**src/rtl/surf4_spi_wb_bridge_pkg.sv**
```systemverilog
// Shared definitions for the SURF4 SPI-to-WISHBONE bridge.
// Holds the frame FSM state encoding, the command bit position, the
// field lengths (in SPI bits) and a helper used to detect field ends.
package surf4_spi_wb_bridge_pkg;

    typedef enum logic [3:0] {
        ST_IDLE  = 4'd0,
        ST_CMD   = 4'd1,
        ST_ADDR  = 4'd2,
        ST_WDATA = 4'd3,
        ST_WB_WR = 4'd4,
        ST_WB_RD = 4'd5,
        ST_DUMMY = 4'd6,
        ST_RDATA = 4'd7,
        ST_DONE  = 4'd8
    } state_e;

    localparam int unsigned CMD_WRITE_BIT = 7;
    localparam int unsigned CMD_BITS      = 8;
    localparam int unsigned ADDR_BITS     = 16;
    localparam int unsigned DATA_BITS     = 32;
    localparam int unsigned DUMMY_BITS    = 8;
    localparam int unsigned BIT_CNT_W     = 6;

    // True when the bit counter is on the final bit of a field of length len.
    function automatic logic is_last_bit(input logic [BIT_CNT_W-1:0] cnt,
                                         input int unsigned len);
        return (cnt == BIT_CNT_W'(len - 1));
    endfunction

endpackage

```
**src/rtl/surf4_spi_wb_bridge_spi_pin_sync.sv**
```systemverilog
// Oversamples the asynchronous SPI pins in clk_i.
// SCK, MOSI and CS_B each pass through two flops; a third flop on SCK and
// CS_B turns level changes into single-cycle edge pulses.
// Ports: clk_i/rst_i system clock and sync reset; spi_*_i raw pins;
//        sck_rise_o/sck_fall_o, cs_rise_o/cs_fall_o edge pulses;
//        mosi_o and cs_b_o synchronised levels.
module surf4_spi_wb_bridge_spi_pin_sync (
    input  logic clk_i,
    input  logic rst_i,
    input  logic spi_sck_i,
    input  logic spi_mosi_i,
    input  logic spi_cs_b_i,
    output logic sck_rise_o,
    output logic sck_fall_o,
    output logic mosi_o,
    output logic cs_b_o,
    output logic cs_rise_o,
    output logic cs_fall_o
);

    logic [2:0] sck_q, sck_d;
    logic [1:0] mosi_q, mosi_d;
    logic [2:0] cs_q, cs_d;

    // Shift each pin one stage further down its synchroniser chain.
    always_comb begin
        sck_d  = {sck_q[1:0], spi_sck_i};
        mosi_d = {mosi_q[0], spi_mosi_i};
        cs_d   = {cs_q[1:0], spi_cs_b_i};
    end

    // Synchroniser flops; CS_B resets to deselected so MISO starts high-Z.
    always_ff @(posedge clk_i) begin
        if (rst_i) begin
            sck_q  <= 3'b000;
            mosi_q <= 2'b00;
            cs_q   <= 3'b111;
        end else begin
            sck_q  <= sck_d;
            mosi_q <= mosi_d;
            cs_q   <= cs_d;
        end
    end

    assign sck_rise_o = sck_q[1] & ~sck_q[2];
    assign sck_fall_o = ~sck_q[1] & sck_q[2];
    assign mosi_o     = mosi_q[1];
    assign cs_b_o     = cs_q[1];
    assign cs_rise_o  = cs_q[1] & ~cs_q[2];
    assign cs_fall_o  = ~cs_q[1] & cs_q[2];

endmodule

```
**src/rtl/surf4_spi_wb_bridge.sv**
```systemverilog
// SPI slave (mode 0, MSB first) that issues 32-bit WISHBONE single reads
// and writes on behalf of an external SPI controller.
// Frame: command byte (bit7 = write), 16-bit address, then either 32 write
// data bits, or a dummy byte followed by 32 read data bits on MISO.
// Ports: clk_i/rst_i clock and sync reset; spi_* SPI pins (MISO with
//        tristate control); wb_* WISHBONE initiator; frame_err_o and
//        timeout_o single-cycle error pulses; busy_o FSM not idle.
module surf4_spi_wb_bridge
    import surf4_spi_wb_bridge_pkg::*;
#(
    parameter int unsigned TIMEOUT      = 255,
    parameter logic [31:0] TIMEOUT_DATA = 32'hDEADDEAD
) (
    input  logic        clk_i,
    input  logic        rst_i,
    input  logic        spi_sck_i,
    input  logic        spi_mosi_i,
    input  logic        spi_cs_b_i,
    output logic        spi_miso_o,
    output logic        spi_miso_t_o,
    output logic        wb_cyc_o,
    output logic        wb_stb_o,
    output logic        wb_we_o,
    output logic [15:0] wb_adr_o,
    output logic [31:0] wb_dat_o,
    output logic [3:0]  wb_sel_o,
    input  logic [31:0] wb_dat_i,
    input  logic        wb_ack_i,
    output logic        frame_err_o,
    output logic        timeout_o,
    output logic        busy_o
);

    localparam int unsigned TO_W = $clog2(TIMEOUT + 1);

    logic sck_rise_s, sck_fall_s, mosi_s, cs_b_s, cs_rise_s, cs_fall_s;

    surf4_spi_wb_bridge_spi_pin_sync u_sync (
        .clk_i      (clk_i),
        .rst_i      (rst_i),
        .spi_sck_i  (spi_sck_i),
        .spi_mosi_i (spi_mosi_i),
        .spi_cs_b_i (spi_cs_b_i),
        .sck_rise_o (sck_rise_s),
        .sck_fall_o (sck_fall_s),
        .mosi_o     (mosi_s),
        .cs_b_o     (cs_b_s),
        .cs_rise_o  (cs_rise_s),
        .cs_fall_o  (cs_fall_s)
    );

    state_e                 state_q, state_d;
    logic [BIT_CNT_W-1:0]   bit_cnt_q, bit_cnt_d;
    logic [31:0]            rx_q, rx_d, tx_q, tx_d, dat_q, dat_d;
    logic [31:0]            rx_shift_s;
    logic [15:0]            adr_q, adr_d;
    logic [3:0]             sel_q, sel_d;
    logic [TO_W-1:0]        to_cnt_q, to_cnt_d;
    logic                   cmd_wr_q, cmd_wr_d, cyc_q, cyc_d, we_q, we_d;
    logic                   rd_wait_q, rd_wait_d, miso_q, miso_d;
    logic                   frame_err_q, frame_err_d, timeout_q, timeout_d;
    logic                   busy_q, busy_d;

    assign rx_shift_s = {rx_q[30:0], mosi_s};

    // State and datapath registers.
    always_ff @(posedge clk_i) begin
        if (rst_i) begin
            state_q     <= ST_IDLE;
            bit_cnt_q   <= '0;
            rx_q        <= 32'h0;
            tx_q        <= 32'h0;
            dat_q       <= 32'h0;
            adr_q       <= 16'h0;
            sel_q       <= 4'h0;
            to_cnt_q    <= '0;
            cmd_wr_q    <= 1'b0;
            cyc_q       <= 1'b0;
            we_q        <= 1'b0;
            rd_wait_q   <= 1'b0;
            miso_q      <= 1'b0;
            frame_err_q <= 1'b0;
            timeout_q   <= 1'b0;
            busy_q      <= 1'b0;
        end else begin
            state_q     <= state_d;
            bit_cnt_q   <= bit_cnt_d;
            rx_q        <= rx_d;
            tx_q        <= tx_d;
            dat_q       <= dat_d;
            adr_q       <= adr_d;
            sel_q       <= sel_d;
            to_cnt_q    <= to_cnt_d;
            cmd_wr_q    <= cmd_wr_d;
            cyc_q       <= cyc_d;
            we_q        <= we_d;
            rd_wait_q   <= rd_wait_d;
            miso_q      <= miso_d;
            frame_err_q <= frame_err_d;
            timeout_q   <= timeout_d;
            busy_q      <= busy_d;
        end
    end

    // Frame FSM next state; a mid-frame deselect abandons the frame.
    always_comb begin
        state_d = state_q;
        if (cs_rise_s && (state_q != ST_IDLE) && (state_q != ST_DONE)) begin
            state_d = ST_IDLE;
        end else begin
            case (state_q)
                ST_IDLE: begin
                    // A pending WISHBONE cycle blocks the start of a new frame.
                    if (cs_fall_s && !cyc_q) state_d = ST_CMD;
                    else                     state_d = ST_IDLE;
                end
                ST_CMD: begin
                    if (sck_rise_s && is_last_bit(bit_cnt_q, CMD_BITS)) state_d = ST_ADDR;
                    else                                                state_d = ST_CMD;
                end
                ST_ADDR: begin
                    if (sck_rise_s && is_last_bit(bit_cnt_q, ADDR_BITS))
                        state_d = cmd_wr_q ? ST_WDATA : ST_WB_RD;
                    else
                        state_d = ST_ADDR;
                end
                ST_WDATA: begin
                    if (sck_rise_s && is_last_bit(bit_cnt_q, DATA_BITS)) state_d = ST_WB_WR;
                    else                                                 state_d = ST_WDATA;
                end
                ST_WB_WR: state_d = ST_DONE;
                ST_WB_RD: state_d = ST_DUMMY;
                ST_DUMMY: begin
                    if (sck_rise_s && is_last_bit(bit_cnt_q, DUMMY_BITS)) state_d = ST_RDATA;
                    else                                                  state_d = ST_DUMMY;
                end
                ST_RDATA: begin
                    if (sck_rise_s && is_last_bit(bit_cnt_q, DATA_BITS)) state_d = ST_DONE;
                    else                                                 state_d = ST_RDATA;
                end
                ST_DONE: begin
                    if (cs_rise_s) state_d = ST_IDLE;
                    else           state_d = ST_DONE;
                end
                default: state_d = ST_IDLE;
            endcase
        end
    end

    // Shift registers, WISHBONE engine, MISO and status outputs.
    always_comb begin
        bit_cnt_d   = bit_cnt_q;
        rx_d        = rx_q;
        tx_d        = tx_q;
        dat_d       = dat_q;
        adr_d       = adr_q;
        sel_d       = sel_q;
        to_cnt_d    = to_cnt_q;
        cmd_wr_d    = cmd_wr_q;
        cyc_d       = cyc_q;
        we_d        = we_q;
        rd_wait_d   = rd_wait_q;
        miso_d      = 1'b0;
        frame_err_d = cs_rise_s && (state_q != ST_IDLE) && (state_q != ST_DONE);
        timeout_d   = 1'b0;
        busy_d      = (state_d != ST_IDLE);

        // Bits are counted per field; the counter restarts on every state change.
        if (state_d != state_q)  bit_cnt_d = '0;
        else if (sck_rise_s)     bit_cnt_d = bit_cnt_q + 1'b1;
        else                     bit_cnt_d = bit_cnt_q;

        if (sck_rise_s && ((state_q == ST_CMD) || (state_q == ST_ADDR) || (state_q == ST_WDATA)))
            rx_d = rx_shift_s;
        else
            rx_d = rx_q;

        if ((state_q == ST_CMD) && (state_d == ST_ADDR)) cmd_wr_d = rx_shift_s[CMD_WRITE_BIT];
        else                                              cmd_wr_d = cmd_wr_q;

        if ((state_q == ST_ADDR) && ((state_d == ST_WDATA) || (state_d == ST_WB_RD)))
            adr_d = rx_shift_s[15:0];
        else
            adr_d = adr_q;

        // The cycle runs on its own once issued, so it survives a frame abort.
        if (cyc_q) begin
            if (wb_ack_i) begin
                cyc_d = 1'b0;
                sel_d = 4'h0;
                we_d  = 1'b0;
                if (rd_wait_q) begin
                    tx_d      = wb_dat_i;
                    rd_wait_d = 1'b0;
                end else begin
                    tx_d = tx_q;
                end
            end else if (to_cnt_q == TO_W'(TIMEOUT - 1)) begin
                cyc_d     = 1'b0;
                sel_d     = 4'h0;
                we_d      = 1'b0;
                timeout_d = 1'b1;
                if (rd_wait_q) tx_d = TIMEOUT_DATA;
                else           tx_d = tx_q;
                rd_wait_d = 1'b0;
            end else begin
                to_cnt_d = to_cnt_q + 1'b1;
            end
        end else begin
            to_cnt_d = '0;
            if ((state_q == ST_WDATA) && (state_d == ST_WB_WR)) begin
                cyc_d = 1'b1;
                sel_d = 4'hF;
                we_d  = 1'b1;
                dat_d = rx_shift_s;
            end else if ((state_q == ST_ADDR) && (state_d == ST_WB_RD)) begin
                cyc_d     = 1'b1;
                sel_d     = 4'hF;
                we_d      = 1'b0;
                rd_wait_d = 1'b1;
            end else begin
                cyc_d = 1'b0;
            end
        end

        case (state_q)
            ST_DUMMY: begin
                // Host clocked past the dummy byte before the read acked.
                if ((state_d == ST_RDATA) && rd_wait_q) begin
                    tx_d      = TIMEOUT_DATA;
                    rd_wait_d = 1'b0;
                end else begin
                    rd_wait_d = rd_wait_d;
                end
            end
            ST_RDATA: begin
                if (sck_fall_s) begin
                    miso_d = tx_q[31];
                    tx_d   = {tx_q[30:0], 1'b0};
                end else begin
                    miso_d = miso_q;
                end
            end
            default: miso_d = 1'b0;
        endcase
    end

    assign spi_miso_o   = miso_q;
    assign spi_miso_t_o = cs_b_s;
    assign wb_cyc_o     = cyc_q;
    assign wb_stb_o     = cyc_q;
    assign wb_we_o      = we_q;
    assign wb_adr_o     = adr_q;
    assign wb_dat_o     = dat_q;
    assign wb_sel_o     = sel_q;
    assign frame_err_o  = frame_err_q;
    assign timeout_o    = timeout_q;
    assign busy_o       = busy_q;

endmodule

```
**config.mk**
```make
export PLATFORM = sky130hd
export DESIGN_NAME = surf4_spi_wb_bridge
export DESIGN_NICKNAME = d
export VERILOG_FILES = /design/src/rtl/surf4_spi_wb_bridge_pkg.sv /design/src/rtl/surf4_spi_wb_bridge_spi_pin_sync.sv /design/src/rtl/surf4_spi_wb_bridge.sv
export SDC_FILE = /design/constraint.sdc
export NUM_CORES = 1
export LEC_CHECK = 0
export BUFFER_PORTS_ARGS = -buffer_cell sky130_fd_sc_hd__buf_4
export CAP_MARGIN = 20
export CORE_MARGIN = 3
export CORE_UTILIZATION = 45
export CTS_CLUSTER_DIAMETER = 200
export DETAILED_ROUTE_END_ITERATION = 16
export PLACE_DENSITY = 0.74
export SETUP_SLACK_MARGIN = 0.1
export SLEW_MARGIN = 30
export SYNTH_ARGS = -nofsm -noshare
export SYNTH_HDL_FRONTEND = slang
export SYNTH_SLANG_ARGS = --single-unit
```
**constraint.sdc**
```tcl
create_clock -name clk_i -period 2.01 [get_ports clk_i]
set_input_delay 0.1005 -clock clk_i [delete_from_list [all_inputs] [get_ports clk_i]]
set_output_delay 0.1005 -clock clk_i [all_outputs]
set_load 0.02 [all_outputs]
```
# Word-level counts from Yosys, hierarchy flattened
# Cells that the tools add are included.
dict set report op_classes {
  div_mod_pow 0
  n_eq_ne 20
  bitwise 12
  mul 0
  add_sub_neg 2
  n_mux 41
  n_shift 0
  n_lt_le_gt_ge 0
  n_reduce_logical 27
}
# op n
set ops {}
lappend ops {{$mux 32} 7}
lappend ops {{$pmux 32 s2} 1}
lappend ops {{$pmux 4 s9} 1}
lappend ops {{$mux 4} 8}
lappend ops {{$eq 4x3->1 const B} 7}
lappend ops {{$mux 1} 20}
lappend ops {{$eq 4x2->1 const B} 4}
lappend ops {{$logic_and 1x1->1} 12}
lappend ops {{$mux 3} 3}
lappend ops {{$add 8x1->8 const B} 1}
lappend ops {{$eq 8x8->1 const B} 1}
lappend ops {{$not 1->1} 8}
lappend ops {{$reduce_bool 4->1} 2}
lappend ops {{$add 6x1->6 const B} 1}
lappend ops {{$eq 6x3->1 const B} 1}
lappend ops {{$eq 6x4->1 const B} 1}
lappend ops {{$eq 6x5->1 const B} 1}
lappend ops {{$reduce_and 2->1} 3}
lappend ops {{$reduce_or 2->1} 3}
lappend ops {{$and 1x1->1} 4}
lappend ops {{$eq 4x1->1 const B} 1}
lappend ops {{$eq 4x4->1 const B} 1}
lappend ops {{$logic_not 4->1} 1}
lappend ops {{$ne 4x4->1} 1}
lappend ops {{7 further kinds} 9}
dict set report word_totals {
  ff_bits 149
  rom_bits 0
  mem_bits_rw 0
  mem_count 0
  elab_cells 121
  latch_bits 0
}

# Depth between registers and ports, before layout
# Gate-level depths: netlist of run 1.
dict set report logic_depth {
  ltp_word 13
  mapped_depth 9
  ltp_nobuf 8
}

# By module
# A second synthesis of run 1 with hierarchy kept.
dict set report unflattened {
  hier_cells 708
  hier_area_um2 6072.1
}
# module area_per_inst_um2 seq_area_each_um2 instances cells_each
set by_module_without_submodules {}
lappend by_module_without_submodules {surf4_spi_wb_bridge 5836.8 2762.6 1 688}
lappend by_module_without_submodules {surf4_spi_wb_bridge_spi_pin_sync 235.2 160.2 1 20}

# Worst setup path before layout of run 1
# OpenSTA, ideal clock, no wires.
dict set report synth_path {
  kind {reg2reg}
  start {register bit_cnt_q[0]}
  end {register tx_q[13]}
  stages_incl_launch_ff 8
  n_path_buf 0
  arrival_time_ps 1943
  required_time_ps 1871
  path_slack_ps -71
  synth_period_minus_slack_ps 2081
  cell_sequence {dfxtp_1 ha_1 and3b_1 nand2_1 o211ai_2 o211ai_2 a2111oi_4 o31ai_1}
}
dict set report synth_between {
  elab_chain_len 9
  elab_cells_between_ends 17
  cone_classes {4 x eq/ne; 9 x mux; 4 x reduce/logical}
}
# element line
set synth_rtl {}
lappend synth_rtl {{start, declared} surf4_spi_wb_bridge.sv:53} ;# logic [BIT_CNT_W-1:0] bit_cnt_q, bit_cnt_d;
lappend synth_rtl {{start signal, assigned} surf4_spi_wb_bridge.sv:87} ;# bit_cnt_q <= bit_cnt_d;
lappend synth_rtl {{$eq 6x5->1 (tied with other cells)} surf4_spi_wb_bridge_pkg.sv:28} ;# return (cnt == BIT_CNT_W'(len - 1));
lappend synth_rtl {{$logic_and 1x1->1, on equally long branches} -}
lappend synth_rtl {{$mux 4 (tied with other cells)} surf4_spi_wb_bridge.sv:138} ;# if (sck_rise_s && is_last_bit(bit_cnt_q, DATA_BITS)) state_d = ST_DONE;
lappend synth_rtl {{$pmux 4 s9 (*)} surf4_spi_wb_bridge.sv:111} ;# case (state_q)
lappend synth_rtl {{$mux 4 (*)} surf4_spi_wb_bridge.sv:108} ;# if (cs_rise_s && (state_q != ST_IDLE) && (state_q != ST_DONE)) begin
lappend synth_rtl {{$eq 4x3->1 (*)} surf4_spi_wb_bridge.sv:229} ;# if ((state_d == ST_RDATA) && rd_wait_q) begin
lappend synth_rtl {{$logic_and 1x1->1 (*)} surf4_spi_wb_bridge.sv:229}
lappend synth_rtl {{$mux 32 (*)} surf4_spi_wb_bridge.sv:229}
lappend synth_rtl {{$pmux 32 s2 (*)} surf4_spi_wb_bridge.sv:226} ;# case (state_q)
lappend synth_rtl {{end signal, assigned} surf4_spi_wb_bridge.sv:89} ;# tx_q <= tx_d;
lappend synth_rtl {{end, declared} surf4_spi_wb_bridge.sv:54} ;# logic [31:0] rx_q, rx_d, tx_q, tx_d, dat_q, dat_d;
# Every way passes the cells marked *; elsewhere a longest branch is shown, timed or not.
# A chain may end at the register's enable or synchronous reset.

# Worst setup path in the final report of run 1
dict set report layout_path {
  start {register bit_cnt_q[1]}
  end {register tx_q[1]}
}
# The elaborated chain is that of the path after synthesis.

==> out/results.txt, run 1 <==
clk slew on worst S/H paths: 0.06 ns
core area: 13,500 um2
DRC viols: 0
worst vdd ir: 0.000676 V
I/O pin count: 98
maxcap violations: 0
largest family of logic cells by synthesized area: simple AND/OR/NAND/NOR gates
initial antenna violation count: 0
IO buf count: 97
CP startpoint kind: register
worst hold start: wb_dat_i[6]
share of cells above drive strength 1: 34.9%
ANT nets after route: 0
critical path's top delay family: compound AO/OA/AOI/OAI gates
final WL: 16,100 um
Hold Path Stages: 3
Worst Hold Path EP: tx_q[6]$_SDFF_PP0_
Final min period: 2.12 ns
Cells after Synth: 676
via count: 5,381
Synth Net Count: 717
dominant synthesized flop cell: dfxtp_1
crit path max fanout: 5
Slew @ Worst Pin: 0.519 ns
number of distinct library cells after synthesis: 64
Yosys warning count: 0
minimum hold slack: 0.0314 ns
Root Buffer: clkbuf_16
Post-Synthesis Cell Area: 6310 um2
critical-path cell list: ha_4 -> and3b_2 -> a31oi_2 -> o311a_4 -> o21ai_4 -> a2111oi_4 -> buf_4 -> o31ai_1
drt wl/cell: 16.2 um
Chip Width: 124 um
CP max stage delay: 0.36 ns
synth cell count leaders: 146 x dfxtp_1, 90 x nand2_1, 80 x nor2_1
Nets: 845
count of filler cells inserted in the layout: 1,092
first-pass detailed-route iteration total: 4
ant diodes: 0
worst reg-to-reg setup slack: -0.11 ns
vias in the first global route: 5,358
RSZ-0062 raised after global routing: yes
Async S/R FF share, synth: 0%
register area share after synthesis: 46.3%
H-tree depth: 4
drt first-iter violations: 309
xor/xnor share of the synthesized area: 1.81%
most common cell in the netlist: dfxtp_1
status: complete, but fails checks
TritonCTS buffer count: 17
post-synthesis compound-gate area fraction: 14.3%
Synth top area share: 46.3%
Starting Density: 46.9%
Post-Synth Simple-Gate Area: 19.1%
syn_area_per_cell: 9.33 um2
R2R depth: 8
HP Class: in -> reg
Hold Fails Final Rpt: 0
CP Capture Type: register
Final Setup Violations: 38
dpl ws: -0.0902 ns
total track usage: 20.2%
RR Startpoint: bit_cnt_q[1]$_SDFFE_PP0P_
final worst-path cycle share: 105%
Worst Path Required: 2.29 ns
clk buf depth: 2
failing checks: negative setup slack
arrival time worst endpoint: 2.40 ns
Slew Limit Fails: 0
Overflow after GRT: 0
via-per-instance ratio: 5.42
synth top area cells: dfxtp_1 46%, mux2i_1 9.8%, nand2_1 5.4%
die area: 15,500 um2
P_leak: 3.59 nW
Slowest-stage cell, CP: dfxtp_4
Max Clk Rate: 473 MHz
Worst-Skew Late Latency: 0.42 ns
kind of critical path: reg -> reg
CTS tree: yes
post-synthesis register bit count: 146
GPL Wtd Cong: 0.928
WP buf/inv: 1
largest net degree at the start of global routing: 99
PnR worst setup slack: -0.105 ns
WP depth: 8
Rows: 42
worst r2r dst: tx_q[1]$_SDFF_PP0_
EDFF count, synth: 0
post-synthesis mux area share: 13.4%
Layout area overhead: 34.4%
clk sinks: 146
area share of fa/ha/maj cells after synthesis: 0.595%
area leader, netlist: dfxtp_1
global-route wire length before repair: 26,000 um
Die Span Y: 124 um
PwrDens: 752 nW/um2
max_slew headroom: 65.2%
HPWL after DPL: 10,200 um
Fin Clk Skew: 0.00773 ns
-- layout by cell type (no fill, tap or decap), types with 6 or more instances in the layout --
cell type	instances
mux2_2	20
a21oi_1	37
xor2_1	9
nand2_1	87
buf_12	6
o22ai_1	20
clkbuf_16	17
mux2i_1	62
nor3b_2	6
buf_4	144
dfxtp_1	140
a21oi_2	21
nand2b_1	8
nor2_1	80
nor2b_1	9
nand3_1	10
-- area by class of cell --
class	count	area (um2)	share of cell area, %
sequential	146	2930	34.6
multi-input combinational	475	3360	39.6
clock inverter	11	153	1.80
inverter	4	15.0	0.177
tap	176	220	2.60
clock buffer	21	450	5.32
timing repair buffer	160	1350	15.9
-- sequential cells by signal (all words and copies together) (netlist names), 2 cells and up --
signal         flops
tx_q              32
rx_q              31
wb_dat_o          32
u_sync.sck_q       3
to_cnt_q           8
u_sync.cs_q        3
state_q            4
bit_cnt_q          6
u_sync.mosi_q      2
wb_adr_o          16
-- kinds of logic (layout without fill, tap and decap cells) --
family | count (synthesis) | after routing
fa+ha+maj | 3 | 3
xor+xnor | 13 | 13
mux | 82 | 82
flops | 146 | 146
buf+inv | 55 | 196
compound gates | 123 | 123
simple gates | 254 | 254
-- per-layer routing --
metal	wire (um)	track usage (%)	vias to the layer above
met3	1000	6.99	30
li1	-	-	2611
met4	349	8.77	0
met5	0	0	-
met2	7840	33.3	175
met1	6890	23.9	2565
-- worst min-delay path: cells and delay by family --
| family | cells | cell delay, ns |
|---|---|---|
| AOI/OAI and AO/OA | 1 | 0.18 |
| buffers and inverters | 1 | 0.08 |
| muxes | 1 | 0.07 |
-- worst max path at each step --
stage,from,endpoint
final,bit_cnt_q[1]$_SDFFE_PP0P_,tx_q[1]$_SDFF_PP0_
after global routing,state_q[0]$_SDFF_PP0_,tx_q[1]$_SDFF_PP0_
after CTS,state_q[0]$_SDFF_PP0_,tx_q[17]$_SDFF_PP0_
after detailed placement,bit_cnt_q[1]$_SDFFE_PP0P_,tx_q[17]$_SDFF_PP0_
after global placement,state_q[0]$_SDFF_PP0_,tx_q[20]$_SDFF_PP0_
after floorplan,state_q[2]$_SDFF_PP0_,tx_q[13]$_SDFF_PP0_
-- report_power, final --
group,internal (mW),total [mW],switching [mW]
Combinational,0.106,0.232,0.126
Clock,2.00,3.23,1.24
Sequential,2.90,2.91,0.00634
-- repair_timing --
item / 4_1_cts / 5_1_grt
endpoints found under the hold margin: 4 / 0
hold buffers: 4 / 0
buffers inserted: 9 / 3
setup endpoints to repair: 88 / 94
gates resized for setup: 23 / 33
cloned: 2 / 1
pin swaps: 6 / 12
-- stage by stage --
stage / instances / util (%) / TNS [ns] / power (mW) / area (um2)
after detailed placement: 942 / 55.1 / -0.715 / 3.18 / 7410
after global routing: 993 / 63.0 / -5.89 / 6.61 / 8470
after global placement: 942 / 55.1 / -0.411 / 3.18 / 7410
final: 993 / 63.0 / -1.44 / 6.38 / 8470
after floorplan: 676 / - / -0.435 / 3.07 / 6320
after CTS: 989 / 61.5 / -0.771 / 6.42 / 8280
(Power assumes the default switching activity.)
==> run 2: changes to the inputs <==
CORE_UTILIZATION = 31   (was 45)
PLACE_DENSITY = 0.55   (was 0.74)
clock period = 2.5 ns   (was 2.01 ns; I/O delays follow)
==> out/results.txt, run 2 (synthesis results as in run 1) <==
Worst-Skew Late Latency: 0.43 ns (about the same)
via count: 4,945 (-8.1%)
dpl ws: 0.219 ns (+0.309 ns)
RSZ-0062 raised after global routing: no
ant diodes: 0 (unchanged)
commonest non-fill, non-tap cells in the layout: 146 x dfxtp_1, 116 x buf_4, 90 x nand2_1
drt wl/cell: 14.6 um (-10%)
PnR worst setup slack: 0.265 ns (+0.370 ns)
clk buf depth: 2 (unchanged)
core area: 19,700 um2 (+47%)
worst vdd ir: 0.000466 V (-31%)
maxcap violations: 0 (unchanged)
Placed Instance Area: 7340 um2 (-0.91%)
arrival time worst endpoint: 2.53 ns (+0.13 ns)
final worst-path cycle share: 89.4% (-16 points)
most common cell after layout, fill and taps aside: dfxtp_1
Rows: 51 (+21%)
HPWL after DPL: 9960 um (-2.6%)
share of cells above drive strength 1: 27.9% (-7.0 points)
TritonCTS buffer count: 17 (unchanged)
Final min period: 2.24 ns (+0.120 ns)
drt first-iter violations: 195 (-37%)
largest net degree at the start of global routing: 115 (+16%)
post-route setup TNS: 0 ns (+1.44 ns)
crit path max fanout: 10 (+5)
kind of critical path: reg -> reg
Starting Density: 32.0% (-15 points)
initial antenna violation count: 0 (unchanged)
PwrDens: 639 nW/um2 (-15%)
ANT nets after route: 0 (unchanged)
Max Clk Rate: 447 MHz (-5.4%)
P_leak: 3.37 nW (-6.1%)
cell area after layout: 7990 um2 (-5.7%)
Chip Width: 149 um (+19%)
CP Capture Type: register
Worst Path Required: 2.79 ns (+0.50 ns)
Root Buffer: clkbuf_16
Overflow after GRT: 0 (unchanged)
max_slew headroom: 50.7% (-15 points)
global-route wire length before repair: 24,600 um (-5.6%)
Fin Clk Skew: 0.0138 ns (+0.00611 ns)
status: completed
Layout area overhead: 26.7%
IO buf count: 97 (unchanged)
clk sinks: 146 (unchanged)
via-per-instance ratio: 4.73 (-13%)
Die Span Y: 149 um (+19%)
first-pass detailed-route iteration total: 5 (+1)
HP Class: in -> reg
H-tree depth: 4 (unchanged)
final WL: 15,200 um (-5.2%)
CP startpoint kind: register
final core occ: 40.5% (-22 points)
I/O pin count: 98 (unchanged)
DRC viols: 0 (unchanged)
Hold Fails Final Rpt: 0 (unchanged)
clk slew on worst S/H paths: 0.07 ns (about the same)
Slew Limit Fails: 0 (unchanged)
Final Setup Violations: 0 (-100%)
setup repair bufs after CTS: 0 (-9)
Nets: 809 (-4.3%)
CTS tree: yes
vias in the first global route: 4,768 (-11%)
die area: 22,100 um2 (+43%)
total track usage: 13.7% (-6.5 points)
GPL Wtd Cong: 0.783 (-16%)
Slew @ Worst Pin: 0.732 ns (+0.213 ns)
[run 2: cell count changes in the layout (fill, tap and decap cells not counted), sizes merged]
| cell | delta |
|---|---|
| inv | +4 |
| buf | -35 |
| clkinv | -2 |
| bufinv | -1 |
| clkbuf | -3 |
| dlygate4sd3 | -1 |
| clkinvlp | +2 |
[run 2: critical path: stages, from the launching register on]
cell	delay [ns]
dfxtp_1	0.57
nor4bb_1	0.37
o2111ai_1	0.18
o21ai_2	0.15
o211ai_2	0.17
a2111oi_4	0.35
buf_4	0.23
o31ai_1	0.09
[run 2: final cells by class]
type                            instances  area, um2
Timing Repair Buffer                  124       1000
Multi-Input combinational cell        475       3120
Fill cell                            2002      11700
Inverter                                4       15.0
Clock buffer                           18        429
Sequential cell                       146       2920
Tap cell                              265        332
Clock inverter                         14        171
[run 2: per-layer routing]
| metal | wire length [um] | vias to the layer above | GRT usage [%] |
|---|---|---|---|
| li1 | - | 2546 | - |
| met1 | 7170 | 2289 | 18.2 |
| met2 | 6960 | 96 | 21.3 |
| met3 | 949 | 14 | 4.66 |
| met4 | 156 | 0 | 4.02 |
| met5 | 0 | - | 0 |
[run 2: worst paths after layout]
check	startpoint	end	slack, ns	cells after the start
worst max-delay path	bit_cnt_q[3]$_SDFFE_PP0P_	tx_q[24]$_SDFF_PP0_	0.26	7
worst min-delay path	wb_dat_i[20]	tx_q[20]$_SDFF_PP0_	0.04	3
worst max register to register	bit_cnt_q[3]$_SDFFE_PP0P_	tx_q[24]$_SDFF_PP0_	0.26	7
worst min register to register	u_sync.cs_q[0]$_SDFF_PP1_	u_sync.cs_q[1]$_SDFF_PP1_	0.41	1
[run 2: power breakdown]
part           switching (mW)  internal, mW
clock                    1.10          1.51
combinational          0.0884        0.0721
sequential            0.00613          2.33
[run 2: timing repair]
item,in CTS,in global routing
hold buffers,3,0
resized for setup,0,5
setup endpoints to repair,0,55
hold endpoints to repair,3,0
[run 2: through the flow]
| step | power, mW | std cells | hold WS, ns |
|---|---|---|---|
| floorplan | 2.47 | 676 | 0.229 |
| global route | 5.30 | 1046 | 0.0456 |
| global placement | 2.55 | 1011 | 0.312 |
| detailed placement | 2.55 | 1011 | 0.315 |
| finish | 5.11 | 1046 | 0.0357 |
| CTS | 5.19 | 1046 | 0.0199 |
